--- config.mk ---
export PLATFORM = sky130hd
export DESIGN_NAME = sine_rom_scheduler_flat
export DESIGN_NICKNAME = d
export VERILOG_FILES = /design/src/rtl/dds_pkg.sv /design/src/rtl/sine_rom_scheduler_if.sv /design/src/rtl/dds_phase_acc.sv /design/src/rtl/sine_rom_scheduler.sv /design/src/flat_wrapper.sv
export SDC_FILE = /design/constraint.sdc
export NUM_CORES = 1
export LEC_CHECK = 0
export ABC_AREA = 0
export BUFFER_PORTS_ARGS = -buffer_cell sky130_fd_sc_hd__buf_4
export CAP_MARGIN = 40
export CORE_MARGIN = 2
export CORE_UTILIZATION = 55
export DETAILED_ROUTE_END_ITERATION = 8
export MAX_ROUTING_LAYER = met4
export PLACE_DENSITY = 0.75
export SLEW_MARGIN = 30
export SYNTH_ARGS = -nofsm -noshare
export SYNTH_HDL_FRONTEND = slang
export SYNTH_SLANG_ARGS = --single-unit
--- constraint.sdc ---
create_clock -name clk -period 3.09 [get_ports clk]
set_input_delay 0.618 -clock clk [delete_from_list [all_inputs] [get_ports clk]]
set_output_delay 0.618 -clock clk [all_outputs]
set_load 0.03 [all_outputs]
--- src/rtl/dds_pkg.sv ---
// Shared definitions for the two-channel DDS sequencer: widths, the mid-scale
// value for a disabled channel and the ROM-read FSM state type.
package dds_pkg;

    localparam int unsigned ACC_W  = 24;   // phase accumulator width
    localparam int unsigned ADDR_W = 10;   // sine ROM address width
    localparam int unsigned DATA_W = 10;   // sine ROM data / sample width
    localparam int unsigned NCH    = 2;    // number of DDS channels

    // Sample value presented for a disabled channel
    localparam logic [DATA_W-1:0] MID = DATA_W'(512);

    typedef enum logic [1:0] {
        IDLE = 2'd0,
        RD0  = 2'd1,
        RD1  = 2'd2
    } state_t;

endpackage

--- src/rtl/sine_rom_scheduler_if.sv ---
// Config write port of the DDS sequencer (valid/ready).
//   cfg_valid : write request            cfg_ready : write accepted when both high
//   cfg_ch    : target channel           cfg_sel   : 0 = tuning word, 1 = phase offset
//   cfg_data  : value written
interface sine_rom_scheduler_if;
    import dds_pkg::*;

    logic             cfg_valid;
    logic             cfg_ready;
    logic             cfg_ch;
    logic             cfg_sel;
    logic [ACC_W-1:0] cfg_data;

    modport master (output cfg_valid, cfg_ch, cfg_sel, cfg_data, input cfg_ready);
    modport slave  (input cfg_valid, cfg_ch, cfg_sel, cfg_data, output cfg_ready);

endinterface

--- src/rtl/dds_phase_acc.sv ---
// One DDS channel: tuning-word and phase-offset registers, the phase
// accumulator and the offset adder. Exposes the top ADDR_W bits of the phase.
//   clk, rst_n : clock, async active-low reset
//   adv        : advance accumulator by the tuning word this edge
//   wr_tw      : load tuning word from wr_data
//   wr_off     : load phase offset from wr_data
//   addr_c     : combinational ROM address for the current phase
module dds_phase_acc
    import dds_pkg::*;
(
    input  logic              clk,
    input  logic              rst_n,
    input  logic              adv,
    input  logic              wr_tw,
    input  logic              wr_off,
    input  logic [ACC_W-1:0]  wr_data,
    output logic [ADDR_W-1:0] addr_c
);

    logic [ACC_W-1:0] acc;
    logic [ACC_W-1:0] tw;
    logic [ACC_W-1:0] off;
    logic [ACC_W-1:0] phase;

    // Accumulator and config registers; all adds wrap modulo 2^ACC_W
    always_ff @(posedge clk or negedge rst_n) begin
        if (!rst_n) begin
            acc <= '0;
            tw  <= '0;
            off <= '0;
        end else begin
            if (adv)    acc <= acc + tw;
            if (wr_tw)  tw  <= wr_data;
            if (wr_off) off <= wr_data;
        end
    end

    assign phase  = acc + off;
    assign addr_c = phase[ACC_W-1 -: ADDR_W];

endmodule

--- src/rtl/sine_rom_scheduler.sv ---
// Two-channel DDS sequencer sharing one combinational sine ROM. Each tick
// advances the enabled accumulators, reads the ROM for channel 0 then
// channel 1, and pulses out_valid once both samples are registered.
//   clk, rst_n        : clock, async active-low reset
//   tick              : sample strobe        ch_en    : per-channel enable
//   ovr_clr           : clears overrun       cfg      : config write port
//   rom_addr/rom_data : shared ROM bus (ROM lives outside)
//   sample0/sample1   : registered samples   out_valid: both samples updated
//   overrun           : sticky, tick seen while a read sequence was running
module sine_rom_scheduler
    import dds_pkg::*;
(
    input  logic                 clk,
    input  logic                 rst_n,
    input  logic                 tick,
    input  logic [NCH-1:0]       ch_en,
    input  logic                 ovr_clr,
    sine_rom_scheduler_if.slave  cfg,
    output logic [ADDR_W-1:0]    rom_addr,
    input  logic [DATA_W-1:0]    rom_data,
    output logic [DATA_W-1:0]    sample0,
    output logic [DATA_W-1:0]    sample1,
    output logic                 out_valid,
    output logic                 overrun
);

    state_t            state;
    state_t            state_n;
    logic              start;
    logic              ld0;
    logic              ld1;
    logic              cfg_ready_c;
    logic              cfg_fire;
    logic [ADDR_W-1:0] ch_addr [NCH];

    assign cfg.cfg_ready = cfg_ready_c;
    assign cfg_fire      = cfg.cfg_valid && cfg_ready_c;

    // Per-channel phase generators
    for (genvar g = 0; g < NCH; g++) begin : g_ch
        dds_phase_acc u_acc (
            .clk     (clk),
            .rst_n   (rst_n),
            .adv     (start && ch_en[g]),
            .wr_tw   (cfg_fire && (cfg.cfg_ch == 1'(g)) && !cfg.cfg_sel),
            .wr_off  (cfg_fire && (cfg.cfg_ch == 1'(g)) &&  cfg.cfg_sel),
            .wr_data (cfg.cfg_data),
            .addr_c  (ch_addr[g])
        );
    end

    // State register
    always_ff @(posedge clk or negedge rst_n) begin
        if (!rst_n) state <= IDLE;
        else        state <= state_n;
    end

    // Next state, ROM address mux and load strobes
    always_comb begin
        state_n     = state;
        rom_addr    = '0;
        start       = 1'b0;
        ld0         = 1'b0;
        ld1         = 1'b0;
        cfg_ready_c = 1'b0;
        case (state)
            IDLE: begin
                // A tick takes priority over a pending config write
                cfg_ready_c = !tick;
                if (tick) begin
                    state_n = RD0;
                    start   = 1'b1;
                end
            end
            RD0: begin
                state_n  = RD1;
                rom_addr = ch_addr[0];
                ld0      = 1'b1;
            end
            RD1: begin
                state_n  = IDLE;
                rom_addr = ch_addr[1];
                ld1      = 1'b1;
            end
            default: state_n = IDLE;
        endcase
    end

    // Sample registers, valid strobe and sticky overrun (set beats clear)
    always_ff @(posedge clk or negedge rst_n) begin
        if (!rst_n) begin
            sample0   <= '0;
            sample1   <= '0;
            out_valid <= 1'b0;
            overrun   <= 1'b0;
        end else begin
            if (ld0) sample0 <= ch_en[0] ? rom_data : MID;
            if (ld1) sample1 <= ch_en[1] ? rom_data : MID;
            out_valid <= ld1;
            if (tick && (state != IDLE)) overrun <= 1'b1;
            else if (ovr_clr)            overrun <= 1'b0;
        end
    end

endmodule

--- src/flat_wrapper.sv ---
// flat-port wrapper written by rule: the top's interface ports become plain ports
module sine_rom_scheduler_flat import dds_pkg::*;
  (clk, rst_n, tick, ch_en, ovr_clr, rom_addr, rom_data, sample0, sample1, out_valid, overrun, cfg_cfg_valid, cfg_cfg_ch, cfg_cfg_sel, cfg_cfg_data, cfg_cfg_ready);
  sine_rom_scheduler_if cfg_i ();
  input  logic clk;
  input  logic rst_n;
  input  logic tick;
  input  logic [NCH-1:0] ch_en;
  input  logic ovr_clr;
  output logic [ADDR_W-1:0] rom_addr;
  input  logic [DATA_W-1:0] rom_data;
  output logic [DATA_W-1:0] sample0;
  output logic [DATA_W-1:0] sample1;
  output logic out_valid;
  output logic overrun;
  input wire logic [$bits(cfg_i.cfg_valid)-1:0] cfg_cfg_valid;
  input wire logic [$bits(cfg_i.cfg_ch)-1:0] cfg_cfg_ch;
  input wire logic [$bits(cfg_i.cfg_sel)-1:0] cfg_cfg_sel;
  input wire logic [$bits(cfg_i.cfg_data)-1:0] cfg_cfg_data;
  output wire logic [$bits(cfg_i.cfg_ready)-1:0] cfg_cfg_ready;
  assign cfg_i.cfg_valid = cfg_cfg_valid;
  assign cfg_i.cfg_ch = cfg_cfg_ch;
  assign cfg_i.cfg_sel = cfg_cfg_sel;
  assign cfg_i.cfg_data = cfg_cfg_data;
  assign cfg_cfg_ready = cfg_i.cfg_ready;
  sine_rom_scheduler u_core (.clk(clk), .rst_n(rst_n), .tick(tick), .ch_en(ch_en), .ovr_clr(ovr_clr), .cfg(cfg_i), .rom_addr(rom_addr), .rom_data(rom_data), .sample0(sample0), .sample1(sample1), .out_valid(out_valid), .overrun(overrun));
endmodule
After elaboration in Yosys (flattened, before gate mapping)
Index checks and enable logic that the tools add are counted.
{ "totals": {"elab_cells": 46, "mem_count": 0, "latch_bits": 0, "output_inout_bits": 33, "rom_bits": 0, "regBits": 168, "ram_bits": 0, "inputBits": 43} }
{ "op_classes": {"n_mul": 0, "n_div": 0, "n_lt_le_gt_ge": 0, "eq_ne": 3, "shift": 0, "muxes": 12, "reduce_logical": 15, "add_sub_neg": 4, "n_bitwise": 1} }
{ "ops": {"columns": ["cell", "count"], "rows": [
  ["adder 24 bit", 4],
  ["2-to-1 mux 10 bit", 2],
  ["case mux 10 bit (2 select lines)", 1],
  ["logical AND 1 bit", 10],
  ["2-to-1 mux 1 bit", 7],
  ["case mux 2 bit (2 select lines)", 1],
  ["nonzero test 2 bit", 2],
  ["equality test 2 x 1 -> 1 bit (second input constant)", 1],
  ["equality test 2 bit (second input constant)", 1],
  ["logical NOT 1 bit", 2],
  ["logical NOT 2 bit", 1],
  ["2-to-1 mux 2 bit", 1],
  ["!= test 2 bit (second input constant)", 1],
  ["inverter 1 bit", 1]
]} }

Logic depth before layout (Yosys ltp)
{ "logic_depth": {"ltp_word": 5, "ltp_mapped": 10, "ltp_nobuf": 10} }

By module
A second synthesis with hierarchy kept.
{ "hier_totals": {"cells_unflattened": 999, "area_unflattened_um2": 10640.2} }
{ "modules_own_cells": {"columns": ["mod", "cells_each", "area_per_inst_um2", "n_inst"], "rows": [
  ["dds_phase_acc at u_core.g_ch[1].u_acc", 429, 4697.0, 1],
  ["dds_phase_acc at u_core.g_ch[0].u_acc", 438, 4690.7, 1],
  ["sine_rom_scheduler", 132, 1252.5, 1]
]} }

Worst setup path before layout
OpenSTA, ideal clock, no wires.
{ "synth_timing": {"kind": "register to output", "from": "register u_core.g_ch[1].u_acc.acc[1]", "to": "output rom_addr[7]", "stages_incl_launch_ff": 10, "required_time_ps": 2472, "n_path_buf": 0, "arrival_ps": 2469, "slack_ps": 3, "cell_sequence": "dfrtp_1 > ha_1 > a31oi_1 > o21ai_1 > a41o_1 > a21o_1 > o21a_2 > a211o_1 > xnor2_1 > o22ai_1"} }
{ "synth_between": {"elab_chain_cells": 2} }
{ "synth_rtl": {"columns": ["element", "line", "source"], "rows": [
  ["start, declared", "dds_phase_acc.sv:20", "logic [ACC_W-1:0] acc;"],
  ["start signal, assigned", "dds_phase_acc.sv:32", "if (adv) acc <= acc + tw;"],
  ["adder 24 bit", "dds_phase_acc.sv:38", "assign phase = acc + off;"],
  ["case mux 10 bit (2 select lines)", "sine_rom_scheduler.sv:66", "case (state)"],
  ["end, declared", "flat_wrapper.sv:10", "output logic [ADDR_W-1:0] rom_addr;"]
]} }
Every way passes these cells.

Final worst setup path
{ "layout_timing": {"from": "register u_core.g_ch[1].u_acc.off[1]", "to": "output rom_addr[8]"} }
{ "layout_between": {"elab_chain_cells": 2} }
{ "layout_rtl": {"columns": ["element", "line", "source"], "rows": [
  ["start, declared", "dds_phase_acc.sv:22", "logic [ACC_W-1:0] off;"],
  ["start signal, assigned", "dds_phase_acc.sv:34", "if (wr_off) off <= wr_data;"],
  ["adder 24 bit", "dds_phase_acc.sv:38", null],
  ["case mux 10 bit (2 select lines)", "sine_rom_scheduler.sv:66", null]
]} }
Every way passes these cells.

==> metrics.yaml <==
cells_and_area:
  nets: 1168
  drive_gt1_frac: 0.271
  layout_commonest_cell: "dfrtp_1"
  num_antenna_cells: 0
  multiInputGateArea_um2: 5660
  final_cell_mix: "168 x dfrtp_1, 99 x mux2_2, 99 x buf_4"
  regArea_um2: 4200
  postLayoutCellArea_um2: 11700
  area_growth_pct: 17.5
  layout.cells.non_filler: 1272
  fillerInstances: 1356
  fin_util: 0.654
floorplan:
  rows: 49
  die_w_um: 138
  design.core.area_um2: 17800
  die_h_um: 138
  start_util: 0.557
  design.portCount: 76
  dieArea_um2: 19200
critical_path:
  crit_path_cell_trace: "ha_1 -> a31oi_2 -> o21ai_1 -> a41o_1 -> a21o_1 -> o21a_4 -> a211o_1 -> a211oi_1 -> o21ai_1 -> buf_4"
  slowest_stage: "dfrtp_1"
  arrival_ns: 2.91
  start_kind: "flop"
  r2r_setup_slack_ns: 0.20
  worstSetupEndpointType: "output pin"
  crit_fanout: 6
  slowest_delay_ns: 0.38
  crit_required_ns: 2.47
  critPathKind: "flop to output pin"
  crit_top_cell: "o21ai_1"
place:
  dp_cells: 1227
  post_dp_cell_area_um2: 10800
  place.gp.congestion: 0.896
  hpwl_um: 15800
  port_buffers: 75
synthesis:
  synth_fp_nets: 1071
  synth_flop_cell: "dfrtp_1"
  yosysWarnings: 0
  synth_edf_count: 0
  synth_area_leaders: "dfrtp_1 42%, ha_1 12%, mux2_2 11%, o21ai_0 3.4%, nand2_1 3.2%"
  synth_top_area_cell: "dfrtp_1"
  synthCells: 933
  ys_seq_elements: 168
  syn_avg_cell_area_um2: 10.6
  synth_area_um2: 9940
  yosysUniqueCellTypes: 71
  ys_async_sr_fraction: 1.00
  seq_area_frac_synth: 0.423
  synth_top_area_share: 0.423
run_status:
  violations: "negative setup slack"
  outcome: "finished with violations"
power_and_ir_drop:
  p_sw_frac: 0.428
  p_leak_nw: 5.51
  powerDensity_nw_per_um2: 1220
  internal_power_mw: 8.16
  p_total_mw: 14.3
  netSwitchingPower_mw: 6.10
  p_comb_frac: 0.575
  pwr-share-seq: 0.279
  power.clock.fraction: 0.147
  vdd_drop_max_v: 0.000679
grt:
  antenna_found_initial: 0
  gr-total-overflow: 0
  gr-usage-all-layers: 0.242
  grt_max_degree: 59
  grt_pass1_wl_um: 36700
  first_global_vias: 7346
worst_hold_path:
  hold_path.class: "primary input to asynchronous set/reset pin"
sta:
  grt_setup_unrepaired: "yes"
  post-route-period-util: 1.14
  fmax_ghz: 0.283
  hold_viol_final: 0
  maxSlewViolCount: 0
  setup_viol: 10
  relSlewSlack: 0.632
  fin_crit_ns: 3.53
  worstMarginPinSlew_ns: 0.552
  fin_skew_ns: 0.00825
  setup_slack_ns: -0.441
routing:
  drt-total-wl_um: 22400
  num_vias: 7481
  drcViolationCount: 0
  dr.pass1.iters: 5
  drt_iter0_drc: 371
  avgViaCountPerCell: 5.88
  wl_per_cell_um: 17.6
  antenna_left: 0
clock_network:
  insertion_delay_ns: 0.43
  cts_htree_levels: 4
  numCtsBuffers: 17
  clk_path_buf_depth: 2
  root_buffer: "clkbuf_16"
  clock_sinks: 168
  path_clk_slew_ns: 0.07
  cts_tree: "built"
run:
  cap_viol_max_count: 0
-- power by group through the flow --
stage                     sequential, mW  clock, mW  combinational [mW]
after floorplan                     3.98          0                5.81
after global placement              3.94          0                7.50
after detailed placement            3.99          0                7.65
after CTS                           3.96       2.13                7.94
after global routing                4.10       2.22                9.10
final                               3.98       2.09                8.20
-- through the flow --
stage | setup WS [ns] | setup TNS [ns] | hold slack [ns]
after floorplan | 0.00348 | 0 | 0.322
after global placement | 0.0528 | 0 | 0.491
after detailed placement | -0.00892 | -0.00892 | 0.499
after CTS | -0.402 | -2.93 | 0.174
after global routing | -0.559 | -4.38 | 0.201
final | -0.441 | -3.53 | 0.165
-- layer usage --
layer	vias up	wire length, um	track usage
li1	3617	-	-
met1	3632	10000	0.306
met2	183	10900	0.397
met3	49	827	0.0391
met4	0	660	0.0897
met5	-	0	-
-- critical path, delay by kind of cell, from the launching register on --
kind | cells | cell delay [ns]
DFF | 1 | 0.38
buffers and inverters | 1 | 0.18
adders and majority gates | 1 | 0.33
AOI/OAI and AO/OA | 8 | 1.58
-- final cells by class --
cell class	count	share of cell area
timing repair buffer	104	0.0700
sequential	168	0.360
clock inverter	14	0.0115
inverter	35	0.0113
tap	229	0.0245
clock buffer	18	0.0376
multi-input combinational	704	0.485
-- synth_stat cells, drive strengths merged (2+ instances only) --
master	count
nor2b	6
a31oi	8
a41oi	3
o22ai	11
nand4	9
a41o	2
nand2b	6
fa	2
a21o	33
nor2	29
o31ai	6
mux2	99
o21bai	7
buf	7
nor3	13
inv	35
nand3	28
a2111oi	5
or2	3
and3	8
a211o	6
o21ai	75
and2	2
a211oi	14
o21a	9
xor2	23
a21boi	2
ha	93
or3	6
a21oi	45
nand2	86
a22o	3
xnor2	29
nor4b	2
clkbuf	19
or4b	2
mux2i	2
o211ai	7
dfrtp	168
nor3b	6
nor4	3
-- sequential cells by signal (all words and copies together), names as in the netlist --
register / cells
u_core.overrun: 1
u_core.g_ch.u_acc.acc: 48
u_core.state: 2
u_core.g_ch.u_acc.off: 48
u_core.sample0: 10
u_core.out_valid: 1
u_core.sample1: 10
u_core.g_ch.u_acc.tw: 48
-- repair_timing --
item | CTS | global route
pin swaps | 26 | 18
setup buffers | 6 | 7
gates resized for setup | 15 | 15
setup endpoints to repair | 10 | 10
gates cloned | 0 | 0
hold buffers | 0 | 0
-- path summary, 6_finish.rpt --
path	depth (start not counted)	startpoint	to
min in group clk	2	ovr_clr	u_core.overrun$_DFFE_PN0P_
max in group asynchronous	2	rst_n	u_core.g_ch[0].u_acc.tw[13]$_DFFE_PN0P_
setup / recovery	10	u_core.g_ch[1].u_acc.off[1]$_DFFE_PN0P_	rom_addr[8]
hold reg to reg	1	u_core.g_ch[1].u_acc.off[19]$_DFFE_PN0P_	u_core.g_ch[1].u_acc.off[19]$_DFFE_PN0P_
hold / removal	1	rst_n	u_core.g_ch[1].u_acc.acc[22]$_DFFE_PN0P_
setup reg to reg	10	u_core.g_ch[1].u_acc.acc[0]$_DFFE_PN0P_	u_core.g_ch[1].u_acc.acc[22]$_DFFE_PN0P_
-- cell families (layout without fill, tap and decap cells) --
| logic type | count (synthesis) | after routing | synth area share |
|---|---|---|---|
| DFF | 168 | 168 | 0.423 |
| adders and majority gates | 95 | 95 | 0.121 |
| and+or+nand+nor | 213 | 213 | 0.105 |
| buffers and inverters | 61 | 171 | 0.0238 |
| muxes | 101 | 101 | 0.114 |
| xor gates and xnor gates | 52 | 52 | 0.0458 |
| AOI/OAI and AO/OA | 243 | 243 | 0.167 |
No activity file was read; power rests on OpenSTA's default activity.
